===== src/rtl/hsclk_switch_ctrl_m_if.sv =====
// Bus-cycle qualifiers, clock-mux acknowledges and status outputs of the
// high-speed clock switch controller. master = bus/mux side, slave = controller.
interface hsclk_switch_ctrl_m_if #(
    parameter int HOLDOFF_W = 4,
    parameter int CNT_W     = 8
);
    logic                 cyc_valid;
    logic                 cyc_sync;
    logic                 cyc_idle;
    logic                 cyc_himem;
    logic                 cyc_io;
    logic                 cyc_slow_wr;
    logic                 hs_en;
    logic [HOLDOFF_W-1:0] holdoff_cfg;
    logic                 hs_ack_raw;
    logic                 ls_ack_raw;
    logic                 hsclk_sel;
    logic                 dummy_access;
    logic [1:0]           fsm_state;
    logic                 holdoff_busy;
    logic [CNT_W-1:0]     switch_cnt;

    modport master (
        output cyc_valid, cyc_sync, cyc_idle, cyc_himem, cyc_io, cyc_slow_wr,
               hs_en, holdoff_cfg, hs_ack_raw, ls_ack_raw,
        input  hsclk_sel, dummy_access, fsm_state, holdoff_busy, switch_cnt
    );

    modport slave (
        input  cyc_valid, cyc_sync, cyc_idle, cyc_himem, cyc_io, cyc_slow_wr,
               hs_en, holdoff_cfg, hs_ack_raw, ls_ack_raw,
        output hsclk_sel, dummy_access, fsm_state, holdoff_busy, switch_cnt
    );
endinterface


===== src/rtl/hsclk_switch_ctrl_m.sv =====
// CPU clock-mux switch controller, running on hsclk.
// Request/ack FSM (LS, HS_REQ, HS, LS_REQ) with synchronised mux acks,
// programmable IO-recovery holdoff and a saturating LS->HS request counter.
// Optional macro CLKSEL_SLOW_WR_EN: when defined, slow himem writes
// (VRAM/LOMEM) block LS->HS and drop HS back to LS.
module hsclk_switch_ctrl_m #(
    parameter int HOLDOFF_W   = 4,
    parameter int SYNC_STAGES = 2,   // must be >= 2
    parameter int CNT_W       = 8
) (
    input  logic                  hsclk,
    input  logic                  reset,
    hsclk_switch_ctrl_m_if.slave  bus
);

    typedef enum logic [1:0] {
        ST_LS     = 2'b00,
        ST_HS_REQ = 2'b01,
        ST_HS     = 2'b10,
        ST_LS_REQ = 2'b11
    } state_t;

    state_t               state_q, state_d;
    logic                 sel_q, sel_d;
    logic                 cnt_inc;
    logic [CNT_W-1:0]     cnt_q;
    logic [HOLDOFF_W-1:0] hold_q;
    logic [SYNC_STAGES-1:0] hs_sync_q, ls_sync_q;
    logic                 hs_ack, ls_ack;
    logic                 slow_wr_q;
    logic                 hold_busy;

`ifdef CLKSEL_SLOW_WR_EN
    assign slow_wr_q = bus.cyc_slow_wr;
`else
    assign slow_wr_q = 1'b0;
`endif

    // Acks come straight from the clock mux domain; plain flop chains.
    always_ff @(posedge hsclk or posedge reset) begin
        if (reset) begin
            hs_sync_q <= '0;
            ls_sync_q <= '0;
        end else begin
            hs_sync_q <= {hs_sync_q[SYNC_STAGES-2:0], bus.hs_ack_raw};
            ls_sync_q <= {ls_sync_q[SYNC_STAGES-2:0], bus.ls_ack_raw};
        end
    end

    assign hs_ack    = hs_sync_q[SYNC_STAGES-1];
    assign ls_ack    = ls_sync_q[SYNC_STAGES-1];
    assign hold_busy = (hold_q != '0);

    // Next state, next mux select and request-count strobe.
    always_comb begin
        state_d = state_q;
        cnt_inc = 1'b0;
        case (state_q)
            ST_LS: begin
                if (bus.cyc_valid && bus.hs_en && bus.cyc_sync && bus.cyc_himem &&
                    !hold_busy && !slow_wr_q) begin
                    state_d = ST_HS_REQ;
                    cnt_inc = 1'b1;
                end
            end
            ST_HS_REQ: begin
                // Losing the enable beats an ack landing in the same cycle.
                if (!bus.hs_en)   state_d = ST_LS_REQ;
                else if (hs_ack)  state_d = ST_HS;
            end
            ST_HS: begin
                if (!bus.hs_en)
                    state_d = ST_LS_REQ;
                else if (bus.cyc_valid &&
                         !((bus.cyc_himem && !slow_wr_q) || bus.cyc_idle))
                    state_d = ST_LS_REQ;
            end
            ST_LS_REQ: begin
                if (ls_ack) state_d = ST_LS;
            end
            default: state_d = ST_LS;
        endcase
        sel_d = (state_d == ST_HS_REQ) || (state_d == ST_HS);
    end

    // State, mux select and saturating switch counter.
    always_ff @(posedge hsclk or posedge reset) begin
        if (reset) begin
            state_q <= ST_LS;
            sel_q   <= 1'b0;
            cnt_q   <= '0;
        end else begin
            state_q <= state_d;
            sel_q   <= sel_d;
            if (cnt_inc && (cnt_q != '1))
                cnt_q <= cnt_q + 1'b1;
        end
    end

    // IO holdoff: reload on an IO cycle, otherwise count bus cycles down to 0.
    always_ff @(posedge hsclk or posedge reset) begin
        if (reset)
            hold_q <= '0;
        else if (bus.cyc_valid && bus.cyc_io)
            hold_q <= bus.holdoff_cfg;
        else if (bus.cyc_valid && hold_busy)
            hold_q <= hold_q - 1'b1;
    end

    assign bus.hsclk_sel    = sel_q;
    assign bus.fsm_state    = state_q;
    assign bus.holdoff_busy = hold_busy;
    assign bus.switch_cnt   = cnt_q;
    assign bus.dummy_access = bus.cyc_himem || (state_q != ST_LS);

endmodule


===== src/flat_wrapper.sv =====
// flat-port wrapper written by rule: the top's interface ports become plain ports
module hsclk_switch_ctrl_m_flat 
#(
    parameter int HOLDOFF_W   = 4,
    parameter int SYNC_STAGES = 2,                  
    parameter int CNT_W       = 8
)
  (hsclk, reset, bus_cyc_valid, bus_cyc_sync, bus_cyc_idle, bus_cyc_himem, bus_cyc_io, bus_cyc_slow_wr, bus_hs_en, bus_holdoff_cfg, bus_hs_ack_raw, bus_ls_ack_raw, bus_hsclk_sel, bus_dummy_access, bus_fsm_state, bus_holdoff_busy, bus_switch_cnt);
  hsclk_switch_ctrl_m_if #(.HOLDOFF_W(HOLDOFF_W), .CNT_W(CNT_W)) bus_i ();
  input  logic hsclk;
  input  logic reset;
  input wire logic [$bits(bus_i.cyc_valid)-1:0] bus_cyc_valid;
  input wire logic [$bits(bus_i.cyc_sync)-1:0] bus_cyc_sync;
  input wire logic [$bits(bus_i.cyc_idle)-1:0] bus_cyc_idle;
  input wire logic [$bits(bus_i.cyc_himem)-1:0] bus_cyc_himem;
  input wire logic [$bits(bus_i.cyc_io)-1:0] bus_cyc_io;
  input wire logic [$bits(bus_i.cyc_slow_wr)-1:0] bus_cyc_slow_wr;
  input wire logic [$bits(bus_i.hs_en)-1:0] bus_hs_en;
  input wire logic [$bits(bus_i.holdoff_cfg)-1:0] bus_holdoff_cfg;
  input wire logic [$bits(bus_i.hs_ack_raw)-1:0] bus_hs_ack_raw;
  input wire logic [$bits(bus_i.ls_ack_raw)-1:0] bus_ls_ack_raw;
  output wire logic [$bits(bus_i.hsclk_sel)-1:0] bus_hsclk_sel;
  output wire logic [$bits(bus_i.dummy_access)-1:0] bus_dummy_access;
  output wire logic [$bits(bus_i.fsm_state)-1:0] bus_fsm_state;
  output wire logic [$bits(bus_i.holdoff_busy)-1:0] bus_holdoff_busy;
  output wire logic [$bits(bus_i.switch_cnt)-1:0] bus_switch_cnt;
  assign bus_i.cyc_valid = bus_cyc_valid;
  assign bus_i.cyc_sync = bus_cyc_sync;
  assign bus_i.cyc_idle = bus_cyc_idle;
  assign bus_i.cyc_himem = bus_cyc_himem;
  assign bus_i.cyc_io = bus_cyc_io;
  assign bus_i.cyc_slow_wr = bus_cyc_slow_wr;
  assign bus_i.hs_en = bus_hs_en;
  assign bus_i.holdoff_cfg = bus_holdoff_cfg;
  assign bus_i.hs_ack_raw = bus_hs_ack_raw;
  assign bus_i.ls_ack_raw = bus_ls_ack_raw;
  assign bus_hsclk_sel = bus_i.hsclk_sel;
  assign bus_dummy_access = bus_i.dummy_access;
  assign bus_fsm_state = bus_i.fsm_state;
  assign bus_holdoff_busy = bus_i.holdoff_busy;
  assign bus_switch_cnt = bus_i.switch_cnt;
  hsclk_switch_ctrl_m #(.HOLDOFF_W(HOLDOFF_W), .SYNC_STAGES(SYNC_STAGES), .CNT_W(CNT_W)) u_core (.hsclk(hsclk), .reset(reset), .bus(bus_i));
endmodule

===== config.mk =====
export PLATFORM = sky130hd
export DESIGN_NAME = hsclk_switch_ctrl_m_flat
export DESIGN_NICKNAME = d
export VERILOG_FILES = /design/src/rtl/hsclk_switch_ctrl_m_if.sv /design/src/rtl/hsclk_switch_ctrl_m.sv /design/src/flat_wrapper.sv
export SDC_FILE = /design/constraint.sdc
export NUM_CORES = 1
export LEC_CHECK = 0
export CAP_MARGIN = 40
export CORE_ASPECT_RATIO = 1.5
export CORE_MARGIN = 5
export CORE_UTILIZATION = 43
export CTS_BUF_LIST = sky130_fd_sc_hd__clkbuf_4
export DETAILED_ROUTE_END_ITERATION = 10
export PLACE_DENSITY = 0.76
export RECOVER_POWER = 100
export SYNTH_ARGS = -nofsm -noshare
export SYNTH_HDL_FRONTEND = slang
export SYNTH_SLANG_ARGS = --single-unit

===== constraint.sdc =====
create_clock -name hsclk -period 2 [get_ports hsclk]
set_clock_uncertainty 0.2 [all_clocks]
set_input_delay 0.2 -clock hsclk [delete_from_list [all_inputs] [get_ports hsclk]]
set_output_delay 0.2 -clock hsclk [all_outputs]
set_load 0.02 [all_outputs]

### Word level (Yosys, flattened, before mapping)

Index checks and enable logic that the tools add are counted.

| storage, ports and cells | value |
|---|---|
| word-level logic and storage cells | 42 |
| output and inout port bits | 13 |
| register bits | 19 |

| operators by class | value |
|---|---|
| $add $sub $neg | 2 |
| reduce and logical (&&, ||, !) cells | 17 |
| equal/unequal tests | 6 |
| multiplexer cells | 11 |

Operators with widths:

| kind | number |
|---|---|
| two-way mux 2 bit | 6 |
| adder 8 x 1 -> 8 bit (second input constant) | 1 |
| logical AND 1 bit | 8 |
| two-way mux 4 bit | 2 |
| inequality test 8 bit (second input constant) | 1 |
| case mux 2 bit (4 select lines) | 1 |
| == test 2 bit (second input constant) | 3 |
| == test 2 x 1 -> 1 bit (second input constant) | 2 |
| nonzero test 2 bit | 2 |
| nonzero test 4 bit | 1 |
| subtractor 4 x 1 -> 4 bit (second input constant) | 1 |
| logical OR 1 bit | 3 |
| logical NOT 1 bit | 2 |
| logical NOT 2 bit | 1 |
| two-way mux 1 bit | 2 |

### Longest topological paths before layout

| logic depth | value |
|---|---|
| depth in word-level cells | 8 |
| depth in mapped cells | 7 |

### Least setup slack after synthesis

OpenSTA, ideal clock, no wires.

| timing | value |
|---|---|
| kind | reg-to-reg |
| start | register u_core.hold_q[0] |
| end | register u_core.cnt_q[7] (netlist: u_core.bus.switch_cnt[7]) |
| cell stages (with the launch flop) | 7 |
| path slack | 89 ps |
| data arrival time | 1,583 ps |
| buffers on the path | 0 |
| setup time | 128 ps |
| period minus slack after synthesis | 1,911 ps |
| cell sequence | dfrtp_1 -> inv_1 -> ha_1 -> nor3b_4 -> nand3_4 -> nor3_1 -> mux2_1 |

| between the ends | value |
|---|---|
| longest elaborated chain between the ends | 6 |

RTL lines:

| item | line | RTL |
|---|---|---|
| start, declared | hsclk_switch_ctrl_m.sv:27 | `logic [HOLDOFF_W-1:0] hold_q;` |
| start signal, assigned | hsclk_switch_ctrl_m.sv:105 | `hold_q <= bus.holdoff_cfg;` |
| start signal, assigned | hsclk_switch_ctrl_m.sv:107 | `hold_q <= hold_q - 1'b1;` |
| nonzero test 4 bit | hsclk_switch_ctrl_m.sv:52 | `assign hold_busy = (hold_q != '0);` |
| logical NOT 1 bit | hsclk_switch_ctrl_m.sv:61 | `!hold_busy && !slow_wr_q) begin` |
| logical AND 1 bit | hsclk_switch_ctrl_m.sv:60 | `if (bus.cyc_valid && bus.hs_en && bus.cyc_sync && bus.cyc_himem &&` |
| two-way mux 1 bit | hsclk_switch_ctrl_m.sv:60 |  |
| two-way mux 1 bit | hsclk_switch_ctrl_m.sv:58 | `case (state_q)` |
| logical AND 1 bit | hsclk_switch_ctrl_m.sv:95 | `if (cnt_inc && (cnt_q != '1))` |
| end signal, assigned | hsclk_switch_ctrl_m.sv:96 | `cnt_q <= cnt_q + 1'b1;` |
| end, declared | hsclk_switch_ctrl_m.sv:26 | `logic [CNT_W-1:0] cnt_q;` |

No other way between the ends.
A chain may end at the register's enable or synchronous reset.

### Worst setup path after layout

| timing | value |
|---|---|
| start | register u_core.hold_q[0] |
| end | register u_core.cnt_q[3] (netlist: u_core.bus.switch_cnt[3]) |

The elaborated chain is that of the path after synthesis.

==> metrics.md <==
| Metric | Value |
|---|---|
| Core Region | 0.00218 sq mm |
| Clock tree buffer depth | 2 |
| DR WL/cell | 13.3 um |
| Die width | 48.5 um |
| RSZ-0062 raised after global routing | yes |
| Critical path startpoint | u_core.hold_q[0]$_DFFE_PP0P_ |
| Post-synthesis simple-gate area fraction | 0.203 |
| Hold Slack | 157 ps |
| Worst Path Required | 2030 ps |
| Mapped Cells | 89 |
| Most common cell after layout, fill and taps aside | clkdlybuf4s50_1 |
| Critical Path Fanout Max | 4 |
| Most frequent cells in the layout | clkdlybuf4s50_1 (20), dfrtp_1 (19), nand2_1 (9), xor2_1 (6) |
| Hold Crit Class | flop to flop |
| DRT Wirelength | 1970 um |
| IO Count | 28 |
| Relative slew slack | 0.368 |
| Chip Height | 67.8 um |
| Clock sinks | 19 |
| Initial Util | 0.439 |
| Post-DP HPWL | 1430 um |
| Peak supply drop | 0.000557 V |
| Routability Congestion | 0.801 |
| Detailed Routing Iterations Pass 1 | 4 |
| CTS tree | done |
| Largest net degree at the start of global routing | 20 |
| Top_reg_cell synth | dfrtp_1 |
| R2R Setup Slk | 50 ps |
| Yosys reg bits | 19 |
| Full die area | 0.00329 sq mm |
| Fin nets | 144 |
| Area Growth Syn to Fin | 41.0% |
| Final Cell Area | 0.00135 sq mm |
| Largest family of logic cells by synthesized area | simple AND/OR/NAND/NOR gates |
| Cell variety after synth | 33 |
| Total track usage | 0.124 |
| Min setup slack post-route | 51.3 ps |
| Detail Route Antenna Nets | 0 |
| Antenna violations before repair | 0 |
| Critical path endpoint category | flop |
| CP Data Arrival Time | 1980 ps |
| Clk_lat worst skew | 300 ps |
| DRC viols | 0 |
| Clock-pin slew on the worst setup and hold paths | 100 ps |
| Initial DRC Count | 13 |
| Post-layout minimum cycle time | 1950 ps |
| Fraction of layout cells with a size suffix above 1 | 0.176 |
| Core Rows | 21 |
| Gr ovfl total | 0 |
| Pre-CTS setup slack | 26.5 ps |
| Worst hold path startpoint | u_core.hs_sync_q[0]$_DFF_PP0_ |
| Adder-Cell Fraction of Synth Area | 0.0392 |
| Max Transition Viols Final | 0 |
| Status | complete, no violations |
| Placed instance area | 0.00128 sq mm |
| Worst slew pin tran | 948 ps |
| Fmax | 513 MHz |
| Synth warn | 0 |
| Synth Area in Compound Gates | 0.135 |
| Final Core Density | 0.619 |
| Count of final hold-check violations | 0 |
| Async set-reset flop share out of synthesis | 1.00 |
| XOR/XNOR share of the synthesized area | 0.0549 |
| Avg Cell Area, Syn | 10.8 sq um |
| Total number of vias | 777 |
| First-pass GRT wire length | 3260 um |
| Vias/cell | 5.25 |
| Mux cell area share after synthesis | 0.0353 |
| Synthesized Nets | 107 |
| Worst R2R Start | u_core.hold_q[0]$_DFFE_PP0P_ |
| PwrDens | 801 mW/mm^2 |
| Maxcap violations | 0 |
| Sequential fraction of the synthesis area | 0.497 |
| Post-synth EDFFs | 0 |
| # port buffers | 26 |
| Htree depth | 1 |
| Leakage power | 0.591 nW |
| Critical path class | flop to flop |
| TritonCTS buffer count | 3 |
| Ant diodes | 0 |
| Synthesized cell area | 957 sq um |
| Final period utilization | 0.974 |
| Vias in the first global route | 792 |
| Final setup vio count | 0 |
| Root Buffer | clkbuf_4 |
| Nature of the critical path startpoint | flop |
[logic make-up (layout without fill, tap and decap cells)]
kind of cell,Yosys count,in the layout
and+or+nand+nor,31,31
DFF,19,19
AOI/OAI and AO/OA,18,18
buffers and inverters,9,45
xor gates and xnor gates,6,6
adders and majority gates,3,3
muxes,3,3
[report_power, final]
group          switching [W]  internal (W)
clock network       0.000113     0.0000746
logic               0.000183      0.000194
registers          0.0000722      0.000443
[timing repair]
| item | in CTS | in global routing |
|---|---|---|
| pin swaps | 0 | 3 |
| resized for setup | 2 | 7 |
| setup endpoints to repair | 2 | 9 |
| hold buffers | 0 | 0 |
| setup buffers | 1 | 1 |
[registers in the layout, indices dropped and copies added (netlist names)]
signal / count
u_core.bus.fsm_state: 2
u_core.bus.hsclk_sel: 1
u_core.bus.switch_cnt: 8
u_core.hold_q: 4
u_core.hs_sync_q: 2
u_core.ls_sync_q: 2
[worst max-delay path, stage by stage (launching register included)]
cell     delay, ps
dfrtp_1        430
inv_2           70
ha_1           130
nor3b_4        220
buf_6          150
nand3_4         90
buf_6          160
nor4b_2        250
xor2_1         170
[per-stage QoR]
stage / instances / setup TNS (ps) / power (W)
3_3_place_gp: 142 / 0 / 0.000887
2_1_floorplan: 89 / 0 / 0.000734
5_1_grt: 148 / -85.1 / 0.00115
6_report: 148 / 0 / 0.00108
4_1_cts: 147 / 0 / 0.00108
3_5_place_dp: 142 / 0 / 0.000898
[synth_stat cells (all sizes together), types with 2 or more instances]
cell type | count | area, sq um
nand2b | 2 | 12.5
o31ai | 2 | 15.0
a22o | 3 | 26.3
mux2 | 3 | 33.8
xor2 | 6 | 52.6
nor2 | 4 | 17.5
inv | 7 | 26.3
ha | 3 | 37.5
dfrtp | 19 | 475
nor3 | 5 | 25.0
nand2 | 9 | 33.8
a211oi | 2 | 20.0
o21ai | 3 | 15.0
a21oi | 3 | 15.0
nand3 | 5 | 37.5
[final timing paths]
kind	cells after the start	end
min reg2reg	0	u_core.hs_sync_q[1]$_DFF_PP0_
max	8	u_core.bus.switch_cnt[3]$_DFFE_PP0P_
max reg2reg	8	u_core.bus.switch_cnt[3]$_DFFE_PP0P_
min	0	u_core.hs_sync_q[1]$_DFF_PP0_
min in group asynchronous	3	u_core.ls_sync_q[0]$_DFF_PP0_
max in group asynchronous	3	u_core.hold_q[3]$_DFFE_PP0P_
[area by class of cell]
cell class / instances / area, sq um
Fill cell: 181 / 831
Sequential cell: 19 / 475
Multi-Input combinational cell: 61 / 470
Timing Repair Buffer: 34 / 322
Tap cell: 23 / 28.8
Inverter: 7 / 26.3
Clock buffer: 3 / 22.5
Clock inverter: 1 / 5.00
[routing by layer]
| layer | global-route usage | routed length, um | up-vias | part of all wire |
|---|---|---|---|---|
| met5 | 0 | 0 | - | 0 |
| met4 | 0.0640 | 31 | 0 | 0.016 |
| met3 | 0.0287 | 115 | 4 | 0.058 |
| met2 | 0.221 | 948 | 22 | 0.48 |
| met1 | 0.137 | 874 | 360 | 0.44 |
| li1 | - | - | 391 | - |
Note: power is estimated with default switching activity, not from simulation.
